===== src/rtl/pep_batch_definition_pkg.sv =====
// Batch geometry shared by the pe_pbs pipeline blocks.
//   BATCH_PBS_NB : maximum PBS requests grouped into one batch
//   TOTAL_PBS_NB : size of the PBS slot pool (multiple of GRAM_NB)
//   BATCH_NB     : maximum number of batches in flight downstream
//   GRAM_NB      : number of GRAM banks the slot pool is spread over
package pep_batch_definition_pkg;
    localparam int BATCH_PBS_NB = 9;
    localparam int TOTAL_PBS_NB = 18;
    localparam int BATCH_NB     = 1;
    localparam int GRAM_NB      = 3;
endpackage


===== src/rtl/pep_common_param_pkg.sv =====
// Derived widths and the batch former state type.
//   PID_W : width of a PBS slot id
//   NB_W  : width of a PBS count in the range 0..BATCH_PBS_NB
package pep_common_param_pkg;
    import pep_batch_definition_pkg::*;

    localparam int PID_W = $clog2(TOTAL_PBS_NB);
    localparam int NB_W  = $clog2(BATCH_PBS_NB + 1);

    typedef enum logic [1:0] {
        ST_IDLE  = 2'd0,  // no open batch
        ST_FILL  = 2'd1,  // partial batch open, accepting requests
        ST_ISSUE = 2'd2   // batch closed, command held until handshake
    } batch_state_e;
endpackage


===== src/rtl/pep_batch_credit.sv =====
// Credit counters of the batch former: free PBS slots and batches in flight.
// Ports:
//   clk, s_rst      : clock, synchronous active-high reset
//   alloc_i         : one slot allocated this cycle
//   rel_vld_i/nb_i  : slots released this cycle
//   issue_i         : batch command handshake this cycle
//   done_i          : one in-flight batch finished this cycle
//   free_cnt_o      : registered free slot count
//   free_nxt_o      : free slot count after this cycle's updates
//   inflight_cnt_o  : registered in-flight batch count
module pep_batch_credit
    import pep_common_param_pkg::*;
#(
    parameter int  TOTAL_PBS_NB = pep_batch_definition_pkg::TOTAL_PBS_NB,
    parameter int  BATCH_NB     = pep_batch_definition_pkg::BATCH_NB,
    localparam int FREE_W       = $clog2(TOTAL_PBS_NB + 1),
    localparam int INFL_W       = $clog2(BATCH_NB + 1)
) (
    input  logic              clk,
    input  logic              s_rst,
    input  logic              alloc_i,
    input  logic              rel_vld_i,
    input  logic [NB_W-1:0]   rel_nb_i,
    input  logic              issue_i,
    input  logic              done_i,
    output logic [FREE_W-1:0] free_cnt_o,
    output logic [FREE_W-1:0] free_nxt_o,
    output logic [INFL_W-1:0] inflight_cnt_o
);
    localparam int SUM_W = FREE_W + 1;

    logic [FREE_W-1:0] free_cnt_q;
    logic [INFL_W-1:0] inflight_q, inflight_d;
    logic [SUM_W-1:0]  free_sum;
    logic              free_over;

    always_comb begin
        // One spare bit so an over-release is visible before clamping.
        free_sum = {1'b0, free_cnt_q};
        if (rel_vld_i) begin
            free_sum = free_sum + SUM_W'(rel_nb_i);
        end
        free_sum   = free_sum - SUM_W'(alloc_i);
        free_over  = free_sum > SUM_W'(TOTAL_PBS_NB);
        free_nxt_o = free_over ? FREE_W'(TOTAL_PBS_NB) : free_sum[FREE_W-1:0];
    end

    always_comb begin
        inflight_d = inflight_q;
        if (issue_i && !done_i) begin
            inflight_d = inflight_q + 1'b1;
        end else if (!issue_i && done_i && (inflight_q != '0)) begin
            inflight_d = inflight_q - 1'b1;
        end
    end

    always_ff @(posedge clk) begin
        if (s_rst) begin
            free_cnt_q <= FREE_W'(TOTAL_PBS_NB);
            inflight_q <= '0;
        end else begin
            free_cnt_q <= free_nxt_o;
            inflight_q <= inflight_d;
        end
    end

    assign free_cnt_o     = free_cnt_q;
    assign inflight_cnt_o = inflight_q;

    a_done_underflow: assert property (@(posedge clk) disable iff (s_rst)
        !(done_i && !issue_i && (inflight_q == '0)));
    a_free_overflow: assert property (@(posedge clk) disable iff (s_rst)
        !free_over);
endmodule


===== src/rtl/pep_batch_former.sv =====
// Groups PBS requests into batches for the pe_pbs batch-processing stage.
// Each accepted request is given the next slot id of a circular pool; a
// batch closes when full, on flush, on timeout or when the pool runs dry,
// and is then offered as a single command while downstream has room.
// Ports:
//   clk, s_rst                     : clock, synchronous active-high reset
//   req_vld/req_rdy/req_pid        : request handshake, allocated slot id
//   flush                          : close the open partial batch
//   bcmd_vld/rdy/pid_first/pbs_nb  : batch command handshake and payload
//   batch_done                     : one in-flight batch finished
//   pbs_free_vld/pbs_free_nb       : slots returned to the pool
//   free_cnt/inflight_cnt          : credit status
module pep_batch_former
    import pep_common_param_pkg::*;
#(
    parameter int  BATCH_PBS_NB   = pep_batch_definition_pkg::BATCH_PBS_NB,
    parameter int  TOTAL_PBS_NB   = pep_batch_definition_pkg::TOTAL_PBS_NB,
    parameter int  BATCH_NB       = pep_batch_definition_pkg::BATCH_NB,
    parameter int  TIMEOUT_CYCLES = 64,
    localparam int FREE_W         = $clog2(TOTAL_PBS_NB + 1),
    localparam int INFL_W         = $clog2(BATCH_NB + 1)
) (
    input  logic              clk,
    input  logic              s_rst,
    input  logic              req_vld,
    output logic              req_rdy,
    output logic [PID_W-1:0]  req_pid,
    input  logic              flush,
    output logic              bcmd_vld,
    input  logic              bcmd_rdy,
    output logic [PID_W-1:0]  bcmd_pid_first,
    output logic [NB_W-1:0]   bcmd_pbs_nb,
    input  logic              batch_done,
    input  logic              pbs_free_vld,
    input  logic [NB_W-1:0]   pbs_free_nb,
    output logic [FREE_W-1:0] free_cnt,
    output logic [INFL_W-1:0] inflight_cnt
);
    localparam int               TMR_W    = $clog2(TIMEOUT_CYCLES + 1);
    localparam logic [TMR_W-1:0] TMR_LAST = TMR_W'(TIMEOUT_CYCLES - 1);
    localparam logic [PID_W-1:0] PID_LAST = PID_W'(TOTAL_PBS_NB - 1);
    localparam logic [NB_W-1:0]  NB_FULL  = NB_W'(BATCH_PBS_NB);

    if ((TOTAL_PBS_NB % pep_batch_definition_pkg::GRAM_NB) != 0) begin : g_bad_total
        $error("TOTAL_PBS_NB must be a multiple of GRAM_NB");
    end
    if (TIMEOUT_CYCLES < 1) begin : g_bad_timeout
        $error("TIMEOUT_CYCLES must be at least 1");
    end

    batch_state_e      state_q, state_d;
    logic [PID_W-1:0]  wr_ptr_q, wr_ptr_d;
    logic [PID_W-1:0]  pid_first_q, pid_first_d;
    logic [NB_W-1:0]   fill_cnt_q, fill_cnt_d;
    logic [TMR_W-1:0]  timer_q, timer_d;
    logic              accept;
    logic              bcmd_hs;
    logic              close;
    logic [FREE_W-1:0] free_nxt;

    // Gating with s_rst keeps a reset cycle from accepting or issuing.
    assign req_rdy  = (state_q != ST_ISSUE) && (free_cnt != '0) && !s_rst;
    assign accept   = req_vld && req_rdy;
    assign bcmd_vld = (state_q == ST_ISSUE) && (inflight_cnt < INFL_W'(BATCH_NB)) && !s_rst;
    assign bcmd_hs  = bcmd_vld && bcmd_rdy;

    assign req_pid        = wr_ptr_q;
    assign bcmd_pid_first = pid_first_q;
    assign bcmd_pbs_nb    = fill_cnt_q;

    always_comb begin
        state_d     = state_q;
        wr_ptr_d    = wr_ptr_q;
        pid_first_d = pid_first_q;
        fill_cnt_d  = fill_cnt_q;
        timer_d     = timer_q;
        close       = 1'b0;

        if (accept) begin
            wr_ptr_d = (wr_ptr_q == PID_LAST) ? '0 : wr_ptr_q + 1'b1;
        end

        case (state_q)
            ST_IDLE, ST_FILL: begin
                if ((state_q == ST_FILL) && (timer_q != TMR_LAST)) begin
                    timer_d = timer_q + 1'b1;
                end
                if (accept) begin
                    fill_cnt_d = fill_cnt_q + 1'b1;
                    if (state_q == ST_IDLE) begin
                        pid_first_d = wr_ptr_q;
                        timer_d     = '0;
                    end
                end
                // Close on the values this cycle produces, so the accept
                // that fills the batch or drains the pool closes it at once.
                close = (fill_cnt_d == NB_FULL) ||
                        ((fill_cnt_d != '0) &&
                         (flush || (timer_d == TMR_LAST) || (free_nxt == '0)));
                if (close) begin
                    state_d = ST_ISSUE;
                end else if (fill_cnt_d != '0) begin
                    state_d = ST_FILL;
                end
            end
            ST_ISSUE: begin
                if (bcmd_hs) begin
                    fill_cnt_d = '0;
                    state_d    = ST_IDLE;
                end
            end
            default: begin
                state_d = ST_IDLE;
            end
        endcase
    end

    always_ff @(posedge clk) begin
        if (s_rst) begin
            state_q     <= ST_IDLE;
            wr_ptr_q    <= '0;
            pid_first_q <= '0;
            fill_cnt_q  <= '0;
            timer_q     <= '0;
        end else begin
            state_q     <= state_d;
            wr_ptr_q    <= wr_ptr_d;
            pid_first_q <= pid_first_d;
            fill_cnt_q  <= fill_cnt_d;
            timer_q     <= timer_d;
        end
    end

    pep_batch_credit #(
        .TOTAL_PBS_NB (TOTAL_PBS_NB),
        .BATCH_NB     (BATCH_NB)
    ) u_credit (
        .clk            (clk),
        .s_rst          (s_rst),
        .alloc_i        (accept),
        .rel_vld_i      (pbs_free_vld),
        .rel_nb_i       (pbs_free_nb),
        .issue_i        (bcmd_hs),
        .done_i         (batch_done),
        .free_cnt_o     (free_cnt),
        .free_nxt_o     (free_nxt),
        .inflight_cnt_o (inflight_cnt)
    );
endmodule


===== config.mk =====
export PLATFORM = sky130hd
export DESIGN_NAME = pep_batch_former
export DESIGN_NICKNAME = d
export VERILOG_FILES = /design/src/rtl/pep_batch_definition_pkg.sv /design/src/rtl/pep_common_param_pkg.sv /design/src/rtl/pep_batch_credit.sv /design/src/rtl/pep_batch_former.sv
export SDC_FILE = /design/constraint.sdc
export NUM_CORES = 1
export LEC_CHECK = 0
export ABC_CLOCK_PERIOD_IN_PS = 4100
export BUFFER_PORTS_ARGS = -buffer_cell sky130_fd_sc_hd__clkbuf_2
export CAP_MARGIN = 15
export CORE_ASPECT_RATIO = 1.4
export CORE_MARGIN = 4
export CORE_UTILIZATION = 60
export CTS_CLUSTER_SIZE = 14
export DETAILED_ROUTE_END_ITERATION = 16
export HOLD_SLACK_MARGIN = 0.03
export PLACE_DENSITY = 0.85
export REMOVE_ABC_BUFFERS = 1
export SYNTH_ARGS = -nofsm -noshare
export SYNTH_HDL_FRONTEND = slang
export SYNTH_SLANG_ARGS = --single-unit
export TNS_END_PERCENT = 50

===== constraint.sdc =====
create_clock -name clk -period 4.1 [get_ports clk]
set_clock_uncertainty 0.05 [all_clocks]
set_input_delay 0.205 -clock clk [delete_from_list [all_inputs] [get_ports clk]]
set_output_delay 0.205 -clock clk [all_outputs]
set_load 0.02 [all_outputs]

==> results of run 1 <==
==> routing by layer <==
layer  vias up  GRT usage, %  part of all wire (%)
met3        12          6.08                   6.2
met1       814          21.0                    38
met5         -             0                     0
met4         0          15.7                   3.2
met2        51          44.1                    53
li1        855             -                     -
==> cells by family (layout without fill, tap and decap cells) <==
group                    count (synthesis)  after routing
XOR/XNOR                                15             15
flip-flops                              29             29
AO/OA/AOI/OAI                           40             40
AND/OR/NAND/NOR                         97             97
multiplexers                            13             13
buffers and inverters                   15             50
adder cells (fa/ha/maj)                 11             11
==> synthesized netlist by cell type (2+ instances only) <==
master / count
mux2i_1: 11
ha_1: 10
xor2_1: 10
o211ai_1: 2
mux2_2: 2
nor2_1: 32
inv_1: 8
nand4_1: 7
nand3b_1: 3
dfxtp_1: 29
a21oi_1: 12
o21ai_0: 9
clkbuf_1: 5
nor4_1: 2
o31a_1: 2
nor3_1: 5
or3_1: 4
nand3_1: 6
nand2b_1: 7
nor2b_1: 5
nand2_1: 15
xnor2_1: 5
==> final cells by class <==
type / count / area [um2] / area share (%)
Tap cell: 37 / 46.3 / 2.12
Multi-Input combinational cell: 176 / 1230 / 56.5
Clock inverter: 3 / 46.3 / 2.12
Inverter: 8 / 30.0 / 1.38
Sequential cell: 29 / 581 / 26.6
Clock buffer: 5 / 68.8 / 3.15
Timing Repair Buffer: 34 / 178 / 8.14
==> how the worst max path moves through the flow <==
stage	startpoint	end	slack, ns	cells past startpoint
4_1_cts	u_credit.free_cnt_o[2]	u_credit.free_cnt_o[2]	1.24	10
6_report	u_credit.free_cnt_o[3]	u_credit.free_cnt_o[2]	1.22	10
5_1_grt	u_credit.free_cnt_o[2]	u_credit.free_cnt_o[2]	0.97	10
3_5_place_dp	u_credit.free_cnt_o[2]	u_credit.free_cnt_o[2]	1.28	10
3_3_place_gp	u_credit.free_cnt_o[3]	u_credit.free_cnt_o[2]	1.37	10
2_1_floorplan	u_credit.free_cnt_o[4]	u_credit.free_cnt_o[2]	1.37	10
==> registers in the layout (all words and copies together), names as in the netlist <==
name	flops
u_credit.inflight_cnt_o	1
state_q	2
bcmd_pid_first	5
bcmd_pbs_nb	4
req_pid	5
u_credit.free_cnt_o	5
timer_q	7
==> through the flow <==
| stage | hold WS [ns] | power (mW) | instance area (um2) | instances | utilization (%) |
|---|---|---|---|---|---|
| floorplan | 0.224 | 0.745 | 1840 | 213 | - |
| global placement | 0.320 | 0.858 | 2060 | 283 | 70.1 |
| global route | 0.173 | 1.25 | 2180 | 292 | 74.4 |
| CTS | 0.147 | 1.18 | 2180 | 292 | 74.4 |
| detailed placement | 0.324 | 0.875 | 2060 | 283 | 70.1 |
| finish | 0.161 | 1.18 | 2180 | 292 | 74.4 |
==> repair_timing <==
action	in CTS	in global routing
setup buffers	0	0
hold endpoints to repair	1	0
hold buffers	1	0
==> critical path: stages, from the launching register on <==
cell	delay, ns
dfxtp_1	0.34
or4_4	0.57
nor2_2	0.17
nor4b_4	0.07
buf_4	0.21
ha_1	0.20
ha_1	0.32
nor2_1	0.08
o311ai_0	0.42
nand3_1	0.20
a21oi_1	0.16
==> power by group through the flow <==
stage          Sequential, mW  Combinational (mW)  Clock [mW]
2_1_floorplan           0.400               0.345           0
3_3_place_gp            0.371               0.487           0
3_5_place_dp            0.376               0.499           0
4_1_cts                 0.369               0.504       0.310
5_1_grt                 0.379               0.556       0.319
6_report                0.370               0.506       0.302
==> qor.csv, run 1 <==
metric,value,unit
switching_power,478,uW
grt_pass1_wl,7470,um
crit_path_end_kind,flop,
fin_tns_setup,0,ns
nFillCells,236,
synth_area,1880,um2
r2r_slack,1.22,ns
dr_total_vias,1732,
core-area,2940,um2
grt_usage,22.9,%
layout_setup_ws,1.22,ns
worst_slew_pin_slew,0.577,ns
vdd_drop_max,0.422,mV
pin_count,33,
swShare,40.6,%
hpwlAfterDp,3170,um
cts_sinks,29,
post-place-ws,1.28,ns
cp_max_fo,15,
synth_edf_count,0,
start_kind,flop,
ant_nets,0,
synth_xor_area_share,7.00,%
insertion_delay,0.29,ns
p_int,699,uW
p_per_area,539,nW/um2
criticalPathCategory,reg2reg,
p_clk_share,25.6,%
synth-adder-area-share,7.74,%
max_freq,348,MHz
hold_class,in2reg,
drv_slew,0,
wl_per_cell,14.6,um
synth_area_leaders,"dfxtp_1 31%, ha_1 6.7%, nor2_1 6.4%, mux2i_1 5.9%, xor2_1 4.7%",
yosys.area_share.simple,27.9,%
synth_top_family_by_area,simple AND/OR/NAND/NOR gates,
yosys.area.top_type,dfxtp_1,
clockBufferDepth,2,
synth_mux_area_share,7.07,%
cp.required,4.27,ns
start_util,63.9,%
cts-root-buf,clkbuf_8,
finalCritPeriodShare,70.1,%
syn_to_final_growth,16.4,%
n_antenna_cell,0,
pwr-share-seq,31.4,%
die_area,4100,um2
gp_congestion,0.879,
finalHoldViolations,0,
cts_buffers,5,
status,"complete, no violations",
holdPathEnd,state_q[0],
ys.flop_type,dfxtp_1,
synth_cells,220,
combPwrFrac,42.9,%
avgSynthCellArea,8.53,um2
rows,23,
cap_violations,0,
drt-initial-drc-count,60,
grt_max_degree,23,
reg2reg_depth,10,
cts_tree,built,
synth_compound_gate_area_share,16.1,%
clkTransAtPathRegs,0.07,ns
grt_pass1_vias,1773,
antenna_found_initial,0,
htree_levels,2,
power_leakage,0.910,nW
cp_data_arrival_time,3.05,ns
ys_warn_count,0,
yosys_register_bits,29,
ys_types,51,
slew-limit-headroom,61.4,%
num-nets-final,276,
finalCriticalPeriod,2.88,ns
gr-total-overflow,0,
drt_pass1_iterations,4,
async_reset_ff_share,0,%
viasPerCell,5.93,
die_w,55.3,um
drive_gt1_share,21.2,%
layout_common_cells,"32 x nor2_1, 32 x clkbuf_2, 29 x dfxtp_1",
dieHeight,74.2,um
cts.repair.resized,0,
timing.rr.start,u_credit.free_cnt_o[3],
synth_top_area_share,31.0,%
route.detailed.drc,0,
rsz0062_at_grt,no,
whs_path_depth,4,
setup_viol,0,
r2r_end,u_credit.free_cnt_o[2],
wirelength,4270,um
seq_area_frac_synth,31.0,%
hp-start,flush,
io_buffer_count,32,
(Power assumes the default switching activity.)
==> run 2, diff against run 1 <==
Settings changed: ABC_AREA set to 1, ABC_CLOCK_PERIOD_IN_PS 4100 to 2820, CORE_UTILIZATION 60 to 55, PLACE_DENSITY 0.85 to 0.79.
Clock period 4.1 ns to 2.82 ns, I/O delays scaled along.
==> qor.csv, run 2 <==
metric,value,unit,change
gp_congestion,0.859,,-2.3%
start_util,58.6,%,-5.3 points
clkTransAtPathRegs,0.07,ns,about the same
hold_class,in2reg,,
status,"complete, no violations",,
die_area,4400,um2,+7.4%
cp_data_arrival_time,2.65,ns,-0.40 ns
use_met1,23.3,%,+2.3 points
vdd_drop_max,0.552,mV,+31%
ant_nets,0,,unchanged
layout_common_cells,"68 x nand2_1, 41 x inv_1, 36 x nor2_1",,
wl_per_cell,11.4,um,-22%
p_total,1.61,mW,+37%
cts_tree,built,,
p_per_area,736,nW/um2,+37%
cts-root-buf,clkbuf_8,,
synth_edf_count,0,,unchanged
cts_sinks,29,,unchanged
yosys.area.top_type,dfxtp_1,,
final_common_cell,nand2_1,,
setup_viol,0,,unchanged
n_antenna_cell,0,,unchanged
timing.rr.start,u_credit.free_cnt_o[0],,
finalCriticalPeriod,2.48,ns,-0.397 ns
drt-initial-drc-count,62,,+3.3%
async_reset_ff_share,0,%,unchanged
clockBufferDepth,2,,unchanged
finalHoldViolations,0,,unchanged
num-nets-final,344,,+25%
cp.required,2.99,ns,-1.28 ns
cap_violations,0,,unchanged
post-place-ws,0.382,ns,-0.897 ns
synth_cells,287,,+30%
finalCritPeriodShare,87.9,%,+18 points
whs_path_depth,4,,unchanged
drt_pass1_iterations,4,,unchanged
dr_total_vias,1871,,+8.0%
hpwlAfterDp,3240,um,+2.2%
synth_top_area_share,31.1,%,+0.19 points
route.detailed.drc,0,,unchanged
fin_tns_setup,0,ns,unchanged
pin_count,33,,unchanged
slew-limit-headroom,56.7,%,-4.7 points
yosysMostFrequentCell,nand2_1,,
synthTopCellsByCount,"68 x nand2_1, 41 x inv_1, 36 x nor2_1",,
r2r_slack,0.34,ns,-0.88 ns
holdPathEnd,u_credit.inflight_cnt_o,,
globalRoute.busiestLayer,met2,,
seq_area_frac_synth,31.1,%,+0.19 points
grt_max_degree,17,,-26%
synth_area_leaders,"dfxtp_1 31%, nand2_1 14%, nand3_1 8.6%, inv_1 8.3%, nor2_1 7.2%",,
power_leakage,1.10,nW,+21%
grt_pass1_vias,1797,,+1.4%
yosys_register_bits,29,,unchanged
core-area,3180,um2,+8.4%
htree_levels,2,,unchanged
drv_slew,0,,unchanged
antenna_found_initial,0,,unchanged
cts_setup_buffers,0,,unchanged
grt_use_met3,4.54,%,-1.5 points
grt_usage,21.0,%,-1.9 points
avgSynthCellArea,6.50,um2,-24%
cts.repair.resized,0,,unchanged
io_buffer_count,32,,unchanged
whs,0.0864,ns,-0.0748 ns
largest_register_ffs,7,,unchanged
dieHeight,76.9,um,+3.7%
start_kind,flop,,
max_freq,404,MHz,+16%
layout_setup_ws,0.342,ns,-0.883 ns
ys_warn_count,0,,unchanged
syn_to_final_growth,17.2,%,
grt_pass1_wl,7470,um,unchanged
rows,24,,+4.3%
drive_gt1_share,17.0,%,-4.1 points
viasPerCell,5.17,,-13%
synth_area,1860,um2,-0.60%
worst_slew_pin_slew,0.648,ns,+0.0703 ns
die_w,57.2,um,+3.5%
wirelength,4140,um,-3.0%
hp-start,batch_done,,
insertion_delay,0.28,ns,about the same
cts_buffers,5,,unchanged
rsz0062_at_grt,no,,
regMostFlops,timer_q,,
criticalPathCategory,reg2reg,,
hold_buffers,0,,-1
crit_path_end_kind,flop,,
met2_usage,37.1,%,-7.0 points
r2r_end,state_q[1],,
ys_types,30,,-41%
gr-total-overflow,0,,unchanged
reg2reg_depth,16,,+6
cp_max_fo,4,,-11
ys.flop_type,dfxtp_1,,
-- run 2: final cells by class --
class                           count  area (um2)
Multi-Input combinational cell    208        1090
Fill cell                         302         997
Sequential cell                    29         581
Inverter                           45         169
Timing Repair Buffer               33         168
Clock buffer                        5        68.8
Clock inverter                      3        65.1
Tap cell                           39        48.8
-- run 2: worst max path at each step --
stage | endpoint | cells after the start | start | slack [ns]
2_1_floorplan | state_q[0] | 15 | u_credit.free_cnt_o[0] | 0.50
3_3_place_gp | state_q[1] | 16 | u_credit.free_cnt_o[0] | 0.49
3_5_place_dp | state_q[0] | 15 | u_credit.free_cnt_o[0] | 0.38
4_1_cts | state_q[1] | 16 | u_credit.free_cnt_o[0] | 0.34
5_1_grt | state_q[1] | 16 | u_credit.free_cnt_o[0] | 0.05
6_report | state_q[1] | 16 | u_credit.free_cnt_o[0] | 0.34
-- run 2: stage by stage --
| step | util (%) | area [um2] | cells |
|---|---|---|---|
| final | 68.7 | 2190 | 362 |
| after global routing | 68.7 | 2190 | 362 |
| after CTS | 68.7 | 2190 | 362 |
| after detailed placement | 64.5 | 2050 | 354 |
| after global placement | 64.5 | 2050 | 354 |
| after floorplan | - | 1840 | 282 |
-- run 2: critical path, stage by stage, from the launching register on --
cell,delay [ns]
dfxtp_1,0.37
ha_1,0.21
inv_1,0.07
fa_1,0.48
nand2_1,0.05
o21ai_1,0.16
ha_1,0.23
nand3_1,0.12
inv_1,0.11
nand2_1,0.07
nand2_1,0.06
nand2_1,0.04
nand2_1,0.10
nand4_1,0.10
nand2_2,0.08
nand3_1,0.06
nand2_1,0.05
-- run 2: where the power goes --
| group | internal, mW | switching (mW) |
|---|---|---|
| clock network | 0.351 | 0.166 |
| registers | 0.470 | 0.0623 |
| logic | 0.189 | 0.371 |
| total | 1.01 | 0.599 |
-- run 2: routing by layer --
| metal | vias to the layer above | routed length [um] |
|---|---|---|
| met3 | 11 | 146 |
| met4 | 0 | 87 |
| met5 | - | 0 |
| li1 | 990 | - |
| met1 | 834 | 1720 |
| met2 | 36 | 2190 |
-- run 2: kinds of logic after synthesis --
kind of cell,share of synthesized area (%)
mux,0.537
compound gates,9.46
buf+inv,10.6
fa+ha+maj,7.79
xor+xnor,2.35
simple gates,38.1
flops,31.1
